--- src/rtl/bus_arbiter_pkg.sv ---
// Shared types and default widths for the SRAM port arbiter.
package bus_arbiter_pkg;

  localparam int ADDR_WIDTH_DEF = 17;
  localparam int DATA_WIDTH_DEF = 8;

  typedef enum logic [1:0] {
    GRANT_NONE  = 2'd0,
    GRANT_CPU   = 2'd1,
    GRANT_VIDEO = 2'd2,
    GRANT_SPI   = 2'd3
  } grant_t;

  typedef enum logic [1:0] {
    IDLE,
    SETUP,
    STROBE,
    HOLD
  } state_t;

endpackage

--- src/rtl/bus_arb_select.sv ---
// Fixed-priority requester select (CPU > video > SPI) with an SPI starvation override.
module bus_arb_select
  import bus_arbiter_pkg::*;
#(
  parameter int STARVE_LIMIT = 4
) (
  input  logic   clk_sys_i,
  input  logic   reset,
  input  logic   arb_idle,
  input  logic   grant_now,
  input  logic   cpu_valid,
  input  logic   video_valid,
  input  logic   spi_valid,
  output grant_t grant
);

  localparam int CNT_W = $clog2(STARVE_LIMIT + 1);
  localparam logic [CNT_W-1:0] LIMIT = CNT_W'(STARVE_LIMIT);

  logic [CNT_W-1:0] starve_cnt;

  always_comb begin
    grant = GRANT_NONE;
    if (spi_valid && starve_cnt == LIMIT) grant = GRANT_SPI;
    else if (cpu_valid)                   grant = GRANT_CPU;
    else if (video_valid)                 grant = GRANT_VIDEO;
    else if (spi_valid)                   grant = GRANT_SPI;
  end

  // Counts CPU/video wins that SPI sat through; an IDLE cycle without SPI pending forgives it.
  always_ff @(posedge clk_sys_i or posedge reset) begin
    if (reset) begin
      starve_cnt <= '0;
    end else if (arb_idle) begin
      if (!spi_valid) begin
        starve_cnt <= '0;
      end else if (grant_now) begin
        if (grant == GRANT_SPI)      starve_cnt <= '0;
        else if (starve_cnt != LIMIT) starve_cnt <= starve_cnt + 1'b1;
      end
    end
  end

endmodule

--- src/rtl/bus_arbiter.sv ---
// Three-way SRAM port arbiter sequencing each access as SETUP, STROBE, HOLD with registered pins.
module bus_arbiter
  import bus_arbiter_pkg::*;
#(
  parameter int ADDR_WIDTH    = ADDR_WIDTH_DEF,
  parameter int DATA_WIDTH    = DATA_WIDTH_DEF,
  parameter int ACCESS_CYCLES = 2,
  parameter int STARVE_LIMIT  = 4
) (
  input  logic                  clk_sys_i,
  input  logic                  reset,
  input  logic [ADDR_WIDTH-1:0] cpu_addr_i,
  input  logic [ADDR_WIDTH-1:0] video_addr_i,
  input  logic [ADDR_WIDTH-1:0] spi_addr_i,
  input  logic [DATA_WIDTH-1:0] cpu_data_i,
  input  logic [DATA_WIDTH-1:0] spi_data_i,
  input  logic                  cpu_rw_ni,
  input  logic                  spi_rw_ni,
  input  logic                  cpu_valid_i,
  input  logic                  video_valid_i,
  input  logic                  spi_valid_i,
  output logic                  cpu_ready_o,
  output logic                  video_ready_o,
  output logic                  spi_ready_o,
  output logic [DATA_WIDTH-1:0] rdata_o,
  output logic [ADDR_WIDTH-1:0] ram_addr_o,
  output logic [DATA_WIDTH-1:0] ram_data_o,
  input  logic [DATA_WIDTH-1:0] ram_data_i,
  output logic                  ram_data_oe_o,
  output logic                  ram_oe_no,
  output logic                  ram_we_no,
  output logic [1:0]            grant_o
);

  localparam int CNT_W = (ACCESS_CYCLES > 1) ? $clog2(ACCESS_CYCLES) : 1;
  localparam logic [CNT_W-1:0] STROBE_LOAD = CNT_W'(ACCESS_CYCLES - 1);

  state_t                state, state_nxt;
  grant_t                grant_q, grant_nxt, sel;
  logic [CNT_W-1:0]      cnt, cnt_nxt;
  logic                  rw_n, rw_nxt;
  logic                  grant_now, arb_idle;
  logic [ADDR_WIDTH-1:0] addr_nxt;
  logic [DATA_WIDTH-1:0] data_nxt, rdata_nxt;
  logic                  oe_n_nxt, we_n_nxt, doe_nxt;
  logic [2:0]            rdy_q, rdy_nxt;

  assign arb_idle      = (state == IDLE);
  assign grant_o       = grant_q;
  assign cpu_ready_o   = rdy_q[0];
  assign video_ready_o = rdy_q[1];
  assign spi_ready_o   = rdy_q[2];

  bus_arb_select #(
    .STARVE_LIMIT(STARVE_LIMIT)
  ) u_select (
    .clk_sys_i  (clk_sys_i),
    .reset      (reset),
    .arb_idle   (arb_idle),
    .grant_now  (grant_now),
    .cpu_valid  (cpu_valid_i),
    .video_valid(video_valid_i),
    .spi_valid  (spi_valid_i),
    .grant      (sel)
  );

  always_comb begin
    state_nxt = state;
    grant_nxt = grant_q;
    cnt_nxt   = cnt;
    rw_nxt    = rw_n;
    addr_nxt  = ram_addr_o;
    data_nxt  = ram_data_o;
    rdata_nxt = rdata_o;
    oe_n_nxt  = 1'b1;
    we_n_nxt  = 1'b1;
    doe_nxt   = ram_data_oe_o;
    rdy_nxt   = 3'b000;
    grant_now = 1'b0;
    case (state)
      IDLE: begin
        if (cpu_valid_i || video_valid_i || spi_valid_i) begin
          grant_now = 1'b1;
          grant_nxt = sel;
          state_nxt = SETUP;
          case (sel)
            GRANT_CPU:   begin addr_nxt = cpu_addr_i;   data_nxt = cpu_data_i; rw_nxt = cpu_rw_ni; end
            GRANT_VIDEO: begin addr_nxt = video_addr_i; rw_nxt = 1'b1; end
            GRANT_SPI:   begin addr_nxt = spi_addr_i;   data_nxt = spi_data_i; rw_nxt = spi_rw_ni; end
            default: ;
          endcase
          doe_nxt = !rw_nxt;
        end
      end
      SETUP: begin
        state_nxt = STROBE;
        cnt_nxt   = STROBE_LOAD;
        oe_n_nxt  = !rw_n;
        we_n_nxt  = rw_n;
      end
      STROBE: begin
        if (cnt == '0) begin
          state_nxt = HOLD;
          if (rw_n) rdata_nxt = ram_data_i;
          case (grant_q)
            GRANT_CPU:   rdy_nxt = 3'b001;
            GRANT_VIDEO: rdy_nxt = 3'b010;
            GRANT_SPI:   rdy_nxt = 3'b100;
            default: ;
          endcase
        end else begin
          cnt_nxt  = cnt - 1'b1;
          oe_n_nxt = !rw_n;
          we_n_nxt = rw_n;
        end
      end
      HOLD: begin
        state_nxt = IDLE;
        grant_nxt = GRANT_NONE;
        doe_nxt   = 1'b0;
      end
      default: state_nxt = IDLE;
    endcase
  end

  // Every pin comes straight from a flop; reset parks the bus with strobes high and the driver off.
  always_ff @(posedge clk_sys_i or posedge reset) begin
    if (reset) begin
      state         <= IDLE;
      grant_q       <= GRANT_NONE;
      cnt           <= '0;
      rw_n          <= 1'b1;
      ram_addr_o    <= '0;
      ram_data_o    <= '0;
      rdata_o       <= '0;
      ram_oe_no     <= 1'b1;
      ram_we_no     <= 1'b1;
      ram_data_oe_o <= 1'b0;
      rdy_q         <= 3'b000;
    end else begin
      state         <= state_nxt;
      grant_q       <= grant_nxt;
      cnt           <= cnt_nxt;
      rw_n          <= rw_nxt;
      ram_addr_o    <= addr_nxt;
      ram_data_o    <= data_nxt;
      rdata_o       <= rdata_nxt;
      ram_oe_no     <= oe_n_nxt;
      ram_we_no     <= we_n_nxt;
      ram_data_oe_o <= doe_nxt;
      rdy_q         <= rdy_nxt;
    end
  end

endmodule

--- config.mk ---
export PLATFORM = sky130hd
export DESIGN_NAME = bus_arbiter
export DESIGN_NICKNAME = d
export VERILOG_FILES = /design/src/rtl/bus_arbiter_pkg.sv /design/src/rtl/bus_arb_select.sv /design/src/rtl/bus_arbiter.sv
export SDC_FILE = /design/constraint.sdc
export NUM_CORES = 1
export LEC_CHECK = 0
export ABC_AREA = 1
export CAP_MARGIN = 10
export CORE_MARGIN = 1.5
export CORE_UTILIZATION = 40
export CTS_CLUSTER_DIAMETER = 30
export DETAILED_ROUTE_END_ITERATION = 8
export MAX_ROUTING_LAYER = met4
export PLACE_DENSITY_LB_ADDON = 0.08
export SLEW_MARGIN = 20
export SYNTH_ARGS = -nofsm -noshare
export SYNTH_HDL_FRONTEND = slang
export SYNTH_HIERARCHICAL = 1
export SYNTH_SLANG_ARGS = --single-unit
--- constraint.sdc ---
create_clock -name clk_sys_i -period 2 [get_ports clk_sys_i]
set_input_delay 0.4 -clock clk_sys_i [delete_from_list [all_inputs] [get_ports clk_sys_i]]
set_output_delay 0.4 -clock clk_sys_i [all_outputs]
set_load 0.05 [all_outputs]
Word level (Yosys, flattened, before mapping)
Index checks and enable logic that the tools add are counted.

cells by class
  reduce and logical (&&, ||, !) cells = 17
  order comparisons = 0
  shifts and indexed selects = 0
  $add $sub $neg = 2
  bitwise logic cells = 1
  divide/modulo/power cells = 0
  equality and inequality tests = 15
  mux-type cells = 31
  $mul = 0

operators by type and width
  cell                   count
  $pmux W17 S3           1
  $mux W3                6
  $pmux W8 S2            1
  $mux W2                7
  $eq A2 B2 Y1 const B   6
  $reduce_and A3 Y1      4
  $pmux W3 S3            1
  $mux W1                8
  $pmux W1 S2            4
  $pmux W2 S4            1
  $eq A2 B1 Y1 const B   3
  $reduce_and A2 Y1      3
  $reduce_bool A2 Y1     3
  $ne A2 B1 Y1 const B   2
  $pmux W2 S2            1
  $add A3 B1 Y3 const B  1
  $eq A3 B3 Y1 const B   1
  $ne A3 B1 Y1 const B   1
  $ne A3 B3 Y1 const B   1
  $pmux W1 S3            1
  $reduce_bool A3 Y1     1
  $logic_not A1 Y1       2
  $logic_not A2 Y1       1
  $logic_or A1 B1 Y1     2
  other kinds (4)        4

storage, ports and cells
  ROM bits = 0
  register bits = 48
  latch bits = 0
  RAM bits = 0
  memories kept = 0
  word-level logic and storage cells = 78
  bits of input ports = 82

Logic depth before layout (Yosys ltp)
Gate-level depths: netlist of the first run.

  depth after elaboration = 11
  gate-level depth with buffers = 12

Hierarchy
Netlist of the first run, hierarchy kept.

modules (own cells, without submodules)
  module          times used  area each (um^2)  cells an instance
  bus_arbiter     1           2312.2            311
  bus_arb_select  1           242.7             32

Worst setup path after synthesis of the first run
Ideal clock, no wire load.

  path kind = register -> register
  start point = register u_select.starve_cnt[0]
  end point = register ram_addr_o[0]
  library setup time = 0.118 ns
  arrival = 1.545 ns
  path slack = 0.337 ns
  period minus slack after synthesis = 1.663 ns
  stages on the path, launching flop included = 13
  buffers on the path = 2
  path through = dfrtp_1 -> inv_1 -> ha_1 -> nand3_1 -> nand3_2 -> buf_4 -> nor2_2 -> nor2_4 -> nand2_4 -> inv_4 -> buf_6 -> nand2_1 -> nand2_1

on the way
  longest elaborated chain between the ends = 6
  elaborated cells on any way between the ends = 9

ends and longest elaborated chain
  element                                       RTL line              RTL
  start, declared                               bus_arb_select.sv:20  logic [CNT_W-1:0] starve_cnt;
  start signal, assigned                        bus_arb_select.sv:39  else if (starve_cnt != LIMIT) starve_cnt <= starve_cnt + 1'b1;
  $eq A3 B3 Y1 *                                bus_arb_select.sv:24  if (spi_valid && starve_cnt == LIMIT) grant = GRANT_SPI;
  $logic_and A1 B1 Y1 *                         bus_arb_select.sv:24
  $mux W2 *                                     bus_arb_select.sv:24
  via sel[0]                                    bus_arbiter.sv:39     grant_t grant_q, grant_nxt, sel;
  $eq A2 B1 Y1 or $eq A2 B2 Y1 (tied branches)  bus_arbiter.sv:86     case (sel)
  $reduce_bool A3 Y1 (no source line)           --
  $reduce_and A3 Y1 (no source line)            --
  end signal, assigned                          bus_arbiter.sv:145    ram_addr_o <= addr_nxt;
  end, declared                                 bus_arbiter.sv:26     output logic [ADDR_WIDTH-1:0] ram_addr_o,

Mark *: on every way through the listed nets, which the timed path passes. The rest lies on a longest branch.
A chain may end at the register's enable or synchronous reset.

Final worst setup path of the first run
  start point = register grant_q[0], in the netlist grant_o[0]
  end point = output port grant_o[0]

RTL lines
  element                 RTL line            RTL
  start, declared         bus_arbiter.sv:39
  start signal, assigned  bus_arbiter.sv:142  grant_q <= grant_nxt;
  end, declared           bus_arbiter.sv:32   output logic [1:0] grant_o

No word-level cell between the ends.

==> impl_metrics.json, run 1 <==
{
  "cts_tree": "built",
  "clkPwrFrac": 0.120,
  "grt_pass1_wl_mm": 11.6,
  "drt_iter0_markers": 85,
  "diodes": 0,
  "crit_family": "buffers and inverters",
  "antenna_found_initial": 0,
  "start_kind": "register",
  "crit_arrival_ns": 1.55,
  "synth_mux_area_frac": 0,
  "clock_sinks": 48,
  "synth_top_family_by_area": "simple AND/OR/NAND/NOR gates",
  "syn_to_final_growth_pct": 59.4,
  "synthAdderAreaFrac": 0.0294,
  "fin_setup_tns_ns": 0,
  "routabilityCongestion": 0.827,
  "clk_latency_ns": 0.30,
  "drt-total-wl_mm": 6.78,
  "die_w_um": 82.9,
  "p_sw_frac": 0.491,
  "slew_headroom": 0.646,
  "final-seq-area_um2": 1200,
  "synth_common_cells": "191 x nand2_1, 45 x dfrtp_1, 32 x nand3_1",
  "synth-edff-count": 0,
  "final_cell_area_um2": 4070,
  "cts_buffer_depth": 2,
  "p_leak_uw": 0.00201,
  "crit_fanout": 4,
  "syn_nets": 431,
  "outcome": "completed",
  "criticalPathCategory": "register to primary output",
  "slowest_delay_ns": 0.83,
  "synthArstFlopShare": 1.00,
  "yosysMostFrequentCell": "nand2_1",
  "core-area_um2": 6060,
  "drive_above_1_share": 0.102,
  "drt_pass1_iterations": 4,
  "yosys_register_bits": 48,
  "post-cts-setup-buffers": 0,
  "synth-xor-area-share": 0,
  "synth_area_um2": 2550,
  "wire_per_inst_um": 12.2,
  "via_count": 2556,
  "grt-ovfl-total": 0,
  "grt_pass1_vias": 2570,
  "end_kind": "primary output",
  "multiInputGateArea_um2": 1190,
  "required_ns": 1.60,
  "comb_power_share": 0.594,
  "crit_buf_inv": 1,
  "yosys.area_share.simple": 0.392,
  "period_minus_slack_ns": 1.95,
  "report.final.slew_viol_count": 0,
  "ios": 123,
  "p_int_uw": 3030,
  "yosysTopAreaCell": "dfrtp_1",
  "htree_levels": 2,
  "cts-buffers-inserted": 5,
  "ir_worst_vdd_uv": 1020,
  "vias_per_cell": 4.61,
  "p_switching_uw": 2930,
  "yosys_warnings": 6,
  "n_fill_cell": 531,
  "synth_top_area_share": 0.441,
  "worst_slew_pin_slew_ns": 0.529,
  "timing.fmax_mhz": 512,
  "drc": 0,
  "cp_cell_sequence": "clkdlybuf4s50_1",
  "die_h_um": 82.9,
  "syn_inst": 343,
  "ys_types": 28,
  "dpl_cell_area_um2": 3950,
  "rsz0062_at_grt": "false",
  "total_power_uw": 5960,
  "synth-main-ff-cell": "dfrtp_1",
  "worstHoldPathType": "input pin to async pin",
  "final_antenna_net_count": 0,
  "grt.total_usage": 0.209,
  "hold_viol": 0,
  "yosysSeqAreaShare": 0.472,
  "start_util": 0.422,
  "num_rows": 28,
  "grt_max_degree": 33,
  "setup_viol": 0,
  "fin_nets": 566,
  "root_buffer": "clkbuf_8",
  "path_clk_slew_ns": 0.09,
  "synthTopCellsByArea": "dfrtp_1 44%, nand2_1 28%, nand3_1 6.3%",
  "cap_violations": 0,
  "p_per_area_nw_per_um2": 1460,
  "post-route-util": 0.672,
  "avgSynthCellArea_um2": 7.45,
  "seqPwrFrac": 0.286,
  "synth_compound_area_frac": 0.0406,
  "fin_skew_ns": 0.00586,
  "design.die.area_um2": 6880,
  "post-route-period-util": 0.976,
  "cp_slowest_cell": "clkdlybuf4s50_1",
  "numPortBuffers": 122,
  "hpwl_mm": 5.14
}
-- state kept, by name (all words and copies together), names as in the netlist --
name,flops
ram_we_no,1
ram_data_oe_o,1
ram_data_o,8
ram_addr_o,17
rdata_o,8
cnt,1
ram_oe_no,1
state,2
rdy_q,3
rw_n,1
u_select/starve_cnt,3
grant_o,2
-- final cells by class --
cell class | instances | area share
Sequential cell | 48 | 0.296
Tap cell | 75 | 0.0230
Timing Repair Buffer | 135 | 0.335
Multi-Input combinational cell | 262 | 0.292
Clock inverter | 3 | 0.0114
Clock buffer | 5 | 0.0169
Inverter | 26 | 0.0255
-- kinds of logic (layout without fill, tap and decap cells) --
kind of cell / after synthesis / in the layout
buffers and inverters: 34 / 169
adder cells (fa/ha/maj): 6 / 6
flip-flops: 48 / 48
AND/OR/NAND/NOR: 239 / 240
AO/OA/AOI/OAI: 16 / 16
-- final timing paths --
path / startpoint / end / slack, ns / cells after the start
worst max register to register: u_select/starve_cnt[0] / ram_addr_o[16] / 0.22 / 10
min in group clk_sys_i: ram_data_o[0] / ram_data_o[0] / 0.48 / 2
worst max-delay path: grant_o[0] / grant_o[0] / 0.05 / 1
worst min register to register: ram_data_o[0] / ram_data_o[0] / 0.48 / 2
worst min-delay path: reset / u_select/starve_cnt[0] / 0.30 / 2
max in group asynchronous: reset / rw_n / 1.08 / 3
-- power by group through the flow --
stage / sequential (uW) / clock (uW) / combinational (uW)
finish: 1710 / 715 / 3540
floorplan: 2930 / 0 / 1080
CTS: 1710 / 730 / 3570
global route: 1770 / 778 / 3820
detailed placement: 1720 / 0 / 3560
global placement: 1710 / 0 / 3520
-- stage by stage --
step | std cells | setup slack (ns) | hold slack (ns)
after global routing | 554 | 0.00377 | 0.314
after CTS | 553 | 0.0331 | 0.296
final | 554 | 0.0483 | 0.302
after global placement | 545 | -0.0404 | 0.454
after detailed placement | 545 | -0.0661 | 0.458
after floorplan | 343 | 0.337 | 0.154
-- metal layers --
layer	GRT usage	vias up	wire length (um)
met3	0.0507	8	459
met5	-	-	0
met2	0.352	91	3140
met4	0.0530	0	106
li1	-	1332	-
met1	0.254	1125	3080
-- what timing repair did --
item	4_1_cts	5_1_grt
setup endpoints to repair	0	3
hold buffers	0	0
resized for setup	0	0
-- cells in the final DEF (no fill, tap or decap), types with 5 or more instances in the layout --
| cell | Yosys | final |
|---|---|---|
| clkdlybuf4s50_1 | 0 | 120 |
| ha_1 | 6 | 6 |
| dfrtp_1 | 45 | 45 |
| nand3_1 | 32 | 32 |
| o21ai_0 | 7 | 7 |
| inv_1 | 21 | 20 |
| nand2_1 | 191 | 191 |
| buf_4 | 1 | 11 |
| clkbuf_8 | 0 | 5 |
(Power assumes the default switching activity.)
==> inputs of run 2 (changes only) <==
Settings changed: CAP_MARGIN 10 to unset, SLEW_MARGIN 20 to unset.
==> results of run 2 <==
No change in the layout: final DEF, timing and power equal those of run 1.
